[src/rtl/spad_frame_sequencer_pkg.sv]
// Shared definitions for the SPAD frame sequencer: one-hot phase encodings and size defaults.
package spad_frame_sequencer_pkg;

   localparam int DEF_DUR_BITS       = 16;
   localparam int DEF_MIN_FRAME_CLKS = 6667;

   typedef enum logic [4:0] {
      ST_IDLE  = 5'b00001,
      ST_LATCH = 5'b00010,
      ST_PAUSE = 5'b00100,
      ST_RESET = 5'b01000,
      ST_READ  = 5'b10000
   } seq_state_e;

endpackage

[src/rtl/spad_frame_sequencer_phase_timer.sv]
// spad_phase_timer: loadable down-counter shared by every frame phase; `last` marks the final clock.
module spad_phase_timer #(
   parameter int DUR_BITS = 16
) (
   input  logic                clk,
   input  logic                reset,
   input  logic                load,
   input  logic [DUR_BITS-1:0] load_val,
   output logic                last,
   output logic [DUR_BITS-1:0] count
);

   logic [DUR_BITS-1:0] count_q, count_d;

   // Loading L leaves L-1 in the counter, so the phase spans exactly L clocks.
   always_comb begin
      count_d = count_q;
      if (load)
         count_d = load_val - DUR_BITS'(1);
      else if (count_q != '0)
         count_d = count_q - DUR_BITS'(1);
   end

   always_ff @(posedge clk or negedge reset) begin
      if (!reset) count_q <= '0;
      else        count_q <= count_d;
   end

   assign last  = (count_q == '0);
   assign count = count_q;

endmodule

[src/rtl/spad_frame_sequencer.sv]
// SPAD frame sequencer: LATCH -> PAUSE -> RESET -> READ per frame, burst/continuous runs and
// frame-boundary config handshake. Define SPAD_SEQ_TIMESTAMP_EN to add the FrameTimestamp output.
module spad_frame_sequencer
   import spad_frame_sequencer_pkg::*;
#(
   parameter int DUR_BITS       = DEF_DUR_BITS,
   parameter int LATCH_CLKS     = 2,
   parameter int PAUSE_CLKS     = 1,
   parameter int RESET_CLKS     = 2,
   parameter int MIN_FRAME_CLKS = DEF_MIN_FRAME_CLKS,
   parameter int FRAME_ID_BITS  = 32,
   parameter int BURST_BITS     = 16
) (
   input  logic                     clk,
   input  logic                     reset,
   input  logic                     Enable,
   input  logic                     BurstMode,
   input  logic [BURST_BITS-1:0]    BurstFrames,
   input  logic [DUR_BITS-1:0]      CfgFrameClks,
   input  logic                     CfgValid,
   output logic                     CfgReady,
   output logic                     CfgError,
   output logic                     LatchSpad,
   output logic                     ResetSpad,
   output logic                     ReadData,
   output logic                     FrameStart,
   output logic                     FrameDone,
   output logic [FRAME_ID_BITS-1:0] FrameId,
   output logic [DUR_BITS-1:0]      FrameDurationCurrentClks,
`ifdef SPAD_SEQ_TIMESTAMP_EN
   output logic [47:0]              FrameTimestamp,
`endif
   output logic                     Busy
);

   localparam logic [DUR_BITS-1:0] MIN_FRAME = DUR_BITS'(MIN_FRAME_CLKS);
   localparam logic [DUR_BITS-1:0] OVERHEAD  = DUR_BITS'(LATCH_CLKS + PAUSE_CLKS + RESET_CLKS);

   seq_state_e                state_q, state_d;
   logic [FRAME_ID_BITS-1:0]  frame_id_q, frame_id_d;
   logic [DUR_BITS-1:0]       cur_frame_q, cur_frame_d, pend_val_q, pend_val_d;
   logic                      pend_q, pend_d, cfg_ready_q, cfg_ready_d, cfg_err_q, cfg_err_d;
   logic                      burst_mode_q, burst_mode_d, burst_lock_q, burst_lock_d;
   logic [BURST_BITS-1:0]     burst_rem_q, burst_rem_d;
   logic                      latch_q, latch_d, rst_spad_q, rst_spad_d, read_q, read_d;
   logic                      start_q, start_d, done_q, done_d, busy_q, busy_d;
   logic                      apply, t_load, t_last;
   logic [DUR_BITS-1:0]       t_load_val, t_count;

   spad_phase_timer #(.DUR_BITS(DUR_BITS)) u_timer (
      .clk      (clk),
      .reset    (reset),
      .load     (t_load),
      .load_val (t_load_val),
      .last     (t_last),
      .count    (t_count)
   );

   always_comb begin
      state_d      = state_q;
      frame_id_d   = frame_id_q;
      cur_frame_d  = cur_frame_q;
      pend_d       = pend_q;
      pend_val_d   = pend_val_q;
      cfg_ready_d  = cfg_ready_q;
      cfg_err_d    = 1'b0;
      burst_mode_d = burst_mode_q;
      burst_rem_d  = burst_rem_q;
      burst_lock_d = burst_lock_q;
      apply        = 1'b0;
      t_load       = 1'b0;
      t_load_val   = '0;
      case (state_q)
         ST_IDLE: begin
            apply = pend_q;
            if (!Enable) burst_lock_d = 1'b0;
            if (Enable && !burst_lock_q) begin
               state_d      = ST_LATCH;
               t_load       = 1'b1;
               t_load_val   = DUR_BITS'(LATCH_CLKS);
               burst_mode_d = BurstMode;
               burst_rem_d  = (BurstFrames == '0) ? BURST_BITS'(1) : BurstFrames;
            end
         end
         ST_LATCH: if (t_last) begin
            state_d = ST_PAUSE; t_load = 1'b1; t_load_val = DUR_BITS'(PAUSE_CLKS);
         end
         ST_PAUSE: if (t_last) begin
            state_d = ST_RESET; t_load = 1'b1; t_load_val = DUR_BITS'(RESET_CLKS);
         end
         ST_RESET: if (t_last) begin
            state_d = ST_READ; t_load = 1'b1; t_load_val = cur_frame_q - OVERHEAD;
         end
         ST_READ: if (t_last) begin
            frame_id_d = frame_id_q + FRAME_ID_BITS'(1);
            if (burst_mode_q) burst_rem_d = burst_rem_q - BURST_BITS'(1);
            // A finished burst locks out restart until Enable has been seen low.
            if (!Enable || (burst_mode_q && burst_rem_q == BURST_BITS'(1))) begin
               state_d      = ST_IDLE;
               burst_lock_d = Enable;
            end else begin
               state_d    = ST_LATCH;
               t_load     = 1'b1;
               t_load_val = DUR_BITS'(LATCH_CLKS);
               apply      = pend_q;
            end
         end
         default: state_d = ST_IDLE;
      endcase

      // A changed frame length restarts numbering, overriding the FrameDone increment.
      if (apply) begin
         if (pend_val_q != cur_frame_q) frame_id_d = '0;
         cur_frame_d = pend_val_q;
         pend_d      = 1'b0;
         cfg_ready_d = 1'b1;
      end else if (CfgValid && cfg_ready_q) begin
         if (CfgFrameClks >= MIN_FRAME) begin
            pend_d      = 1'b1;
            pend_val_d  = CfgFrameClks;
            cfg_ready_d = 1'b0;
         end else begin
            cfg_err_d = 1'b1;
         end
      end

      latch_d    = (state_d == ST_LATCH);
      rst_spad_d = (state_d == ST_RESET);
      read_d     = (state_d == ST_READ);
      busy_d     = (state_d != ST_IDLE);
      start_d    = (state_d == ST_LATCH) && (state_q != ST_LATCH);
      done_d     = (state_d == ST_READ) &&
                   (t_load ? (t_load_val == DUR_BITS'(1)) : (t_count == DUR_BITS'(1)));
   end

   always_ff @(posedge clk or negedge reset) begin
      if (!reset) begin
         state_q      <= ST_IDLE;
         frame_id_q   <= '0;
         cur_frame_q  <= MIN_FRAME;
         pend_q       <= 1'b0;
         pend_val_q   <= '0;
         cfg_ready_q  <= 1'b1;
         cfg_err_q    <= 1'b0;
         burst_mode_q <= 1'b0;
         burst_rem_q  <= '0;
         burst_lock_q <= 1'b0;
         latch_q      <= 1'b0;
         rst_spad_q   <= 1'b0;
         read_q       <= 1'b0;
         start_q      <= 1'b0;
         done_q       <= 1'b0;
         busy_q       <= 1'b0;
      end else begin
         state_q      <= state_d;
         frame_id_q   <= frame_id_d;
         cur_frame_q  <= cur_frame_d;
         pend_q       <= pend_d;
         pend_val_q   <= pend_val_d;
         cfg_ready_q  <= cfg_ready_d;
         cfg_err_q    <= cfg_err_d;
         burst_mode_q <= burst_mode_d;
         burst_rem_q  <= burst_rem_d;
         burst_lock_q <= burst_lock_d;
         latch_q      <= latch_d;
         rst_spad_q   <= rst_spad_d;
         read_q       <= read_d;
         start_q      <= start_d;
         done_q       <= done_d;
         busy_q       <= busy_d;
      end
   end

`ifdef SPAD_SEQ_TIMESTAMP_EN
   logic [47:0] ts_cnt_q, ts_cnt_d, frame_ts_q, frame_ts_d;

   always_comb begin
      ts_cnt_d   = ts_cnt_q + 48'd1;
      frame_ts_d = start_d ? ts_cnt_q : frame_ts_q;
   end

   always_ff @(posedge clk or negedge reset) begin
      if (!reset) begin
         ts_cnt_q   <= '0;
         frame_ts_q <= '0;
      end else begin
         ts_cnt_q   <= ts_cnt_d;
         frame_ts_q <= frame_ts_d;
      end
   end

   assign FrameTimestamp = frame_ts_q;
`endif

   assign CfgReady                 = cfg_ready_q;
   assign CfgError                 = cfg_err_q;
   assign LatchSpad                = latch_q;
   assign ResetSpad                = rst_spad_q;
   assign ReadData                 = read_q;
   assign FrameStart               = start_q;
   assign FrameDone                = done_q;
   assign FrameId                  = frame_id_q;
   assign FrameDurationCurrentClks = cur_frame_q;
   assign Busy                     = busy_q;

endmodule

[config.mk]
export PLATFORM = sky130hd
export DESIGN_NAME = spad_frame_sequencer
export DESIGN_NICKNAME = d
export VERILOG_FILES = /design/src/rtl/spad_frame_sequencer_pkg.sv /design/src/rtl/spad_frame_sequencer_phase_timer.sv /design/src/rtl/spad_frame_sequencer.sv
export SDC_FILE = /design/constraint.sdc
export NUM_CORES = 1
export LEC_CHECK = 0
export ABC_AREA = 1
export CAP_MARGIN = 20
export CORE_MARGIN = 2
export CORE_UTILIZATION = 60
export CTS_BUF_LIST = sky130_fd_sc_hd__clkbuf_2
export CTS_CLUSTER_DIAMETER = 100
export DETAILED_ROUTE_END_ITERATION = 10
export DONT_BUFFER_PORTS = 1
export GPL_ROUTABILITY_DRIVEN = 0
export GPL_TIMING_DRIVEN = 0
export PLACE_DENSITY = 0.81
export SLEW_MARGIN = 10
export SYNTH_ARGS = -nofsm -noshare
export SYNTH_HDL_FRONTEND = slang
export SYNTH_SLANG_ARGS = --single-unit
export TNS_END_PERCENT = 1
[constraint.sdc]
create_clock -name clk -period 2.1 [get_ports clk]
set_clock_uncertainty 0.15 [all_clocks]
set_input_delay 0.42 -clock clk [delete_from_list [all_inputs] [get_ports clk]]
set_output_delay 0.42 -clock clk [all_outputs]
set_load 0.1 [all_outputs]
==> run summary <==
The antenna diode count is 0. The largest individual stage delay along the critical path comes from the cell sky130_fd_sc_hd__dfstp_4. In the routed design, unresolved DRC markers number 0. The maximum count of clock buffers along a single path came out at 2.

The starting density of the core came out at 0.610. The post-synthesis register bit count is 112. The tightest min-delay check is of the in -> async type. Buffers inserted during clock tree synthesis total 9. Counting every instance in the synthesized netlist gives 999. Ranked by instance count, the synthesized netlist is headed by 257 x sky130_fd_sc_hd__nand2_1, 122 x sky130_fd_sc_hd__inv_1, 112 x sky130_fd_sc_hd__nor2_1. CTS placed an instance of sky130_fd_sc_hd__clkbuf_2 at the clock tree root. The tightest slew margin relative to the limit came out at 0.556. The global routing usage summed across all routing layers came out at 0.294.

The most common cell in the synthesized netlist is sky130_fd_sc_hd__nand2_1. CTS saw 112 sinks. Along the worst path, the maximum fanout reaches 6. The number of nets in the synthesized netlist is 1045. The share of async-settable or async-resettable flops after synthesis is 1.00.

The maximum number of pins on one net before global-route repair is 113. The die width came out at 114 µm. The number of hold-slack violations in the final timing report is 112. The launching element type of the critical path is a flip-flop. The endpoint kind of the worst setup timing path is a flip-flop.

The synthesized area per cell came out at 7.24 µm². The remaining global-route overflow is 0. IR analysis of the VDD net gives a maximum drop of 0.000446 V. The number of levels in the clock H-tree is 3. The net count of the finished layout is 1097. The number of buffers and inverters on the critical path is 2. The clock tree from TritonCTS is done.

The final sum of negative setup slack came out at -19.18 ns. The utilization of the core after routing came out at 0.710. In this run the cell area of the synthesized design comes to 0.00723 mm². The share of cells above drive strength 1 is 0.193. At the worst endpoint, the required time is 2.59 ns. Power spread over the standard cell area amounts to 723 mW/mm². The total area inside the core boundary comes to 0.0119 mm².

The count of flip-flops with a built-in enable after synthesis came out at 0. The critical path is of the reg -> reg type. The number of warnings reported in the yosys synthesis log came out at 0. The run finished, with violations left.

The CTS clock-pin slew for the worst setup and hold paths came out at 0.34 ns. The number of global-route vias before repair is 6482. The post-route worst setup slack is -0.560 ns. Traced cell by cell, the critical path runs through inv_4 > ha_4 > xor2_1 > inv_1 > o211ai_1 > nand3_1 > nor2_4 > nand3_1 > nand2_1 > nand3_1 > a21oi_1. The detailed-router iteration count before antenna repair came out at 5. The y dimension of the die came out at 114 µm.

Yosys attributes the largest share of cell area to sky130_fd_sc_hd__dfrtp_1 36%, sky130_fd_sc_hd__nand2_1 13%, sky130_fd_sc_hd__inv_1 6.3%, sky130_fd_sc_hd__nor2_1 5.8%, sky130_fd_sc_hd__nand3_1 5.1%. The checks that failed: negative hold slack, negative setup slack. In this run, distinct cell masters in the synthesized netlist total 52. sky130_fd_sc_hd__dfrtp_1 takes more of the synthesized area than any other cell.

The critical path arrival is 3.15 ns. For the pin with the worst max-slew slack, the measured transition is 0.661 ns. The initial antenna violation count was 0. Counting I/O delays and the setup requirement, the final critical path takes 2.66 ns. The total setup violations reported at the end of the flow came out at 87. In the synthesized netlist the dominant register cell turns out to be sky130_fd_sc_hd__dfrtp_1. The HPWL after detailed placement came out at 12800 µm. The worst register-to-register path has a setup slack of -0.56 ns.

Grouping stages by cell kind, the critical path spends the most delay in flip-flops. The share of the clock period used by the worst path came out at 1.27. The count of buffers inserted at the top-level ports came out at 0. The overall via count from detail_route came out at 6856. The cell occurring most often along the worst timing path is sky130_fd_sc_hd__nand3_1. Of the synthesized area, sequential elements account for 0.389. Measured in cells, the most critical reg-to-reg path has a length of 11.

The top cell type's share of synthesized area is 0.360. The count of final max-slew check failures is 0. The endpoint identified for the worst register-to-register timing path is u_timer.count[14]$_DFFE_PN0P_.

Hold timing on the final database bottoms out at a slack of -0.778 ns. The latest clock arrival within the worst-skew pair came out at 0.67 ns. After detailed routing, the number of vias per cell comes to 5.70. The routed design has 18800 µm of wire. The area growth from synthesis to layout is 16.5%. Setup repair after global routing could not meet its margin everywhere. The wire length per cell after detailed routing is 15.6 µm. The count of nets left with antenna violations once routing finished came out at 0. The max-cap violation count is 0. For this design, the CTS-stage hold fixing added 35 buffers. In this run, the number of DRC markers left after iteration 0 of detailed routing was 533.

The startpoint identified for the worst register-to-register timing path is FrameDurationCurrentClks[0]$_DFFE_PN1P_. Based on the critical path, the design can be clocked at up to 376 MHz. The standard-cell row count came out at 40. The first-pass GRT wire length came out at 30900 µm. The die covers 0.0129 mm². In this run the static leakage power is 4.08 nW. The top-level I/O count is 93.

The delay of the slowest critical-path stage came out at 0.90 ns. The total design power came out at 6.09 mW.
==> layer usage <==
metal	global-route usage	vias to the layer above	wire length (µm)
met5	0	-	0
met4	0.102	0	464
li1	-	3325	-
met3	0.0489	42	1270
met1	0.401	3227	8020
met2	0.478	262	9010
==> cells by family after synthesis <==
family                   share of synthesized area
AND/OR/NAND/NOR                              0.344
XOR/XNOR                                    0.0666
flip-flops                                   0.389
AO/OA/AOI/OAI                               0.0962
buffers and inverters                       0.0872
multiplexers                               0.00156
adder cells (fa/ha/maj)                     0.0156
==> how the worst max path moves through the flow <==
stage / startpoint / end / cells past startpoint
after floorplan: FrameDurationCurrentClks[0]$_DFFE_PN1P_ / u_timer.count[10]$_DFFE_PN0P_ / 16
after global placement: FrameDurationCurrentClks[6]$_DFFE_PN0P_ / u_timer.count[9]$_DFFE_PN0P_ / 12
after detailed placement: FrameDurationCurrentClks[6]$_DFFE_PN0P_ / u_timer.count[9]$_DFFE_PN0P_ / 12
after CTS: FrameDurationCurrentClks[0]$_DFFE_PN1P_ / u_timer.count[10]$_DFFE_PN0P_ / 16
after global routing: FrameDurationCurrentClks[0]$_DFFE_PN1P_ / u_timer.count[10]$_DFFE_PN0P_ / 16
final: FrameDurationCurrentClks[0]$_DFFE_PN1P_ / u_timer.count[14]$_DFFE_PN0P_ / 11
==> power by group <==
part / total [mW] / internal (mW) / leakage [nW] / switching, mW
Combinational: 2.12 / 0.826 / 2.75 / 1.29
Clock: 0.948 / 0.179 / 0.0633 / 0.769
Sequential: 3.02 / 2.53 / 1.27 / 0.496
Total: 6.09 / 3.53 / 4.08 / 2.56
==> metrics by stage <==
step	instances	hold slack, ns	instance area (µm²)	setup slack (ns)
CTS	1197	-0.806	8210	-0.586
finish	1203	-0.778	8420	-0.560
global route	1203	-0.817	8420	-0.706
floorplan	999	-0.0256	7240	-0.473
global placement	1146	-0.0237	7420	-0.757
detailed placement	1146	-0.0242	7420	-0.747
==> timing repair <==
| item | CTS | global route |
|---|---|---|
| endpoints found under the setup margin | 164 | 119 |
| setup buffers | 0 | 6 |
| hold endpoints to repair | 149 | 112 |
| resized for setup | 127 | 55 |
| pin swaps | 15 | 14 |
==> layout by cell type (no fill, tap or decap), types with 8 or more instances in the layout <==
master,instances
sky130_fd_sc_hd__dlygate4sd3_1,35
sky130_fd_sc_hd__nor2_2,9
sky130_fd_sc_hd__dfrtp_4,15
sky130_fd_sc_hd__nand2_2,11
sky130_fd_sc_hd__xnor2_1,20
sky130_fd_sc_hd__nor4_1,10
sky130_fd_sc_hd__nor2_1,104
sky130_fd_sc_hd__a21oi_1,35
sky130_fd_sc_hd__inv_2,10
sky130_fd_sc_hd__o21ai_0,43
sky130_fd_sc_hd__nor2_4,22
sky130_fd_sc_hd__nor3_1,17
sky130_fd_sc_hd__nand3_1,68
sky130_fd_sc_hd__nand2_1,249
sky130_fd_sc_hd__dfrtp_2,35
sky130_fd_sc_hd__nand4_1,21
sky130_fd_sc_hd__buf_6,10
sky130_fd_sc_hd__dfrtp_1,54
sky130_fd_sc_hd__xor2_1,33
sky130_fd_sc_hd__clkbuf_2,11
sky130_fd_sc_hd__o21ai_1,14
sky130_fd_sc_hd__inv_1,114
sky130_fd_sc_hd__buf_4,8
==> worst reg2reg max path, stage by stage (launching register included) <==
cell,delay [ns]
sky130_fd_sc_hd__dfstp_4,0.90
sky130_fd_sc_hd__inv_4,0.07
sky130_fd_sc_hd__ha_4,0.17
sky130_fd_sc_hd__xor2_1,0.12
sky130_fd_sc_hd__inv_1,0.11
sky130_fd_sc_hd__o211ai_1,0.40
sky130_fd_sc_hd__nand3_1,0.20
sky130_fd_sc_hd__nor2_4,0.17
sky130_fd_sc_hd__nand3_1,0.09
sky130_fd_sc_hd__nand2_1,0.06
sky130_fd_sc_hd__nand3_1,0.09
sky130_fd_sc_hd__a21oi_1,0.13
==> state kept, by name (all words and copies together), names as in the netlist, 5 cells and up <==
name and flops:
burst_rem_q 16, pend_val_q 16, FrameDurationCurrentClks 16, u_timer.count 16, FrameId 32, state_q 5
==> area by class of cell <==
type	count	area, µm²
buffer	24	219
clock buffer	11	55.1
clock inverter	5	38.8
fill	924	3440
inverter	131	514
multi-input combinational	732	4080
sequential	112	2940
tap	147	184
timing repair buffer	41	395
(Power assumes the default switching activity.)
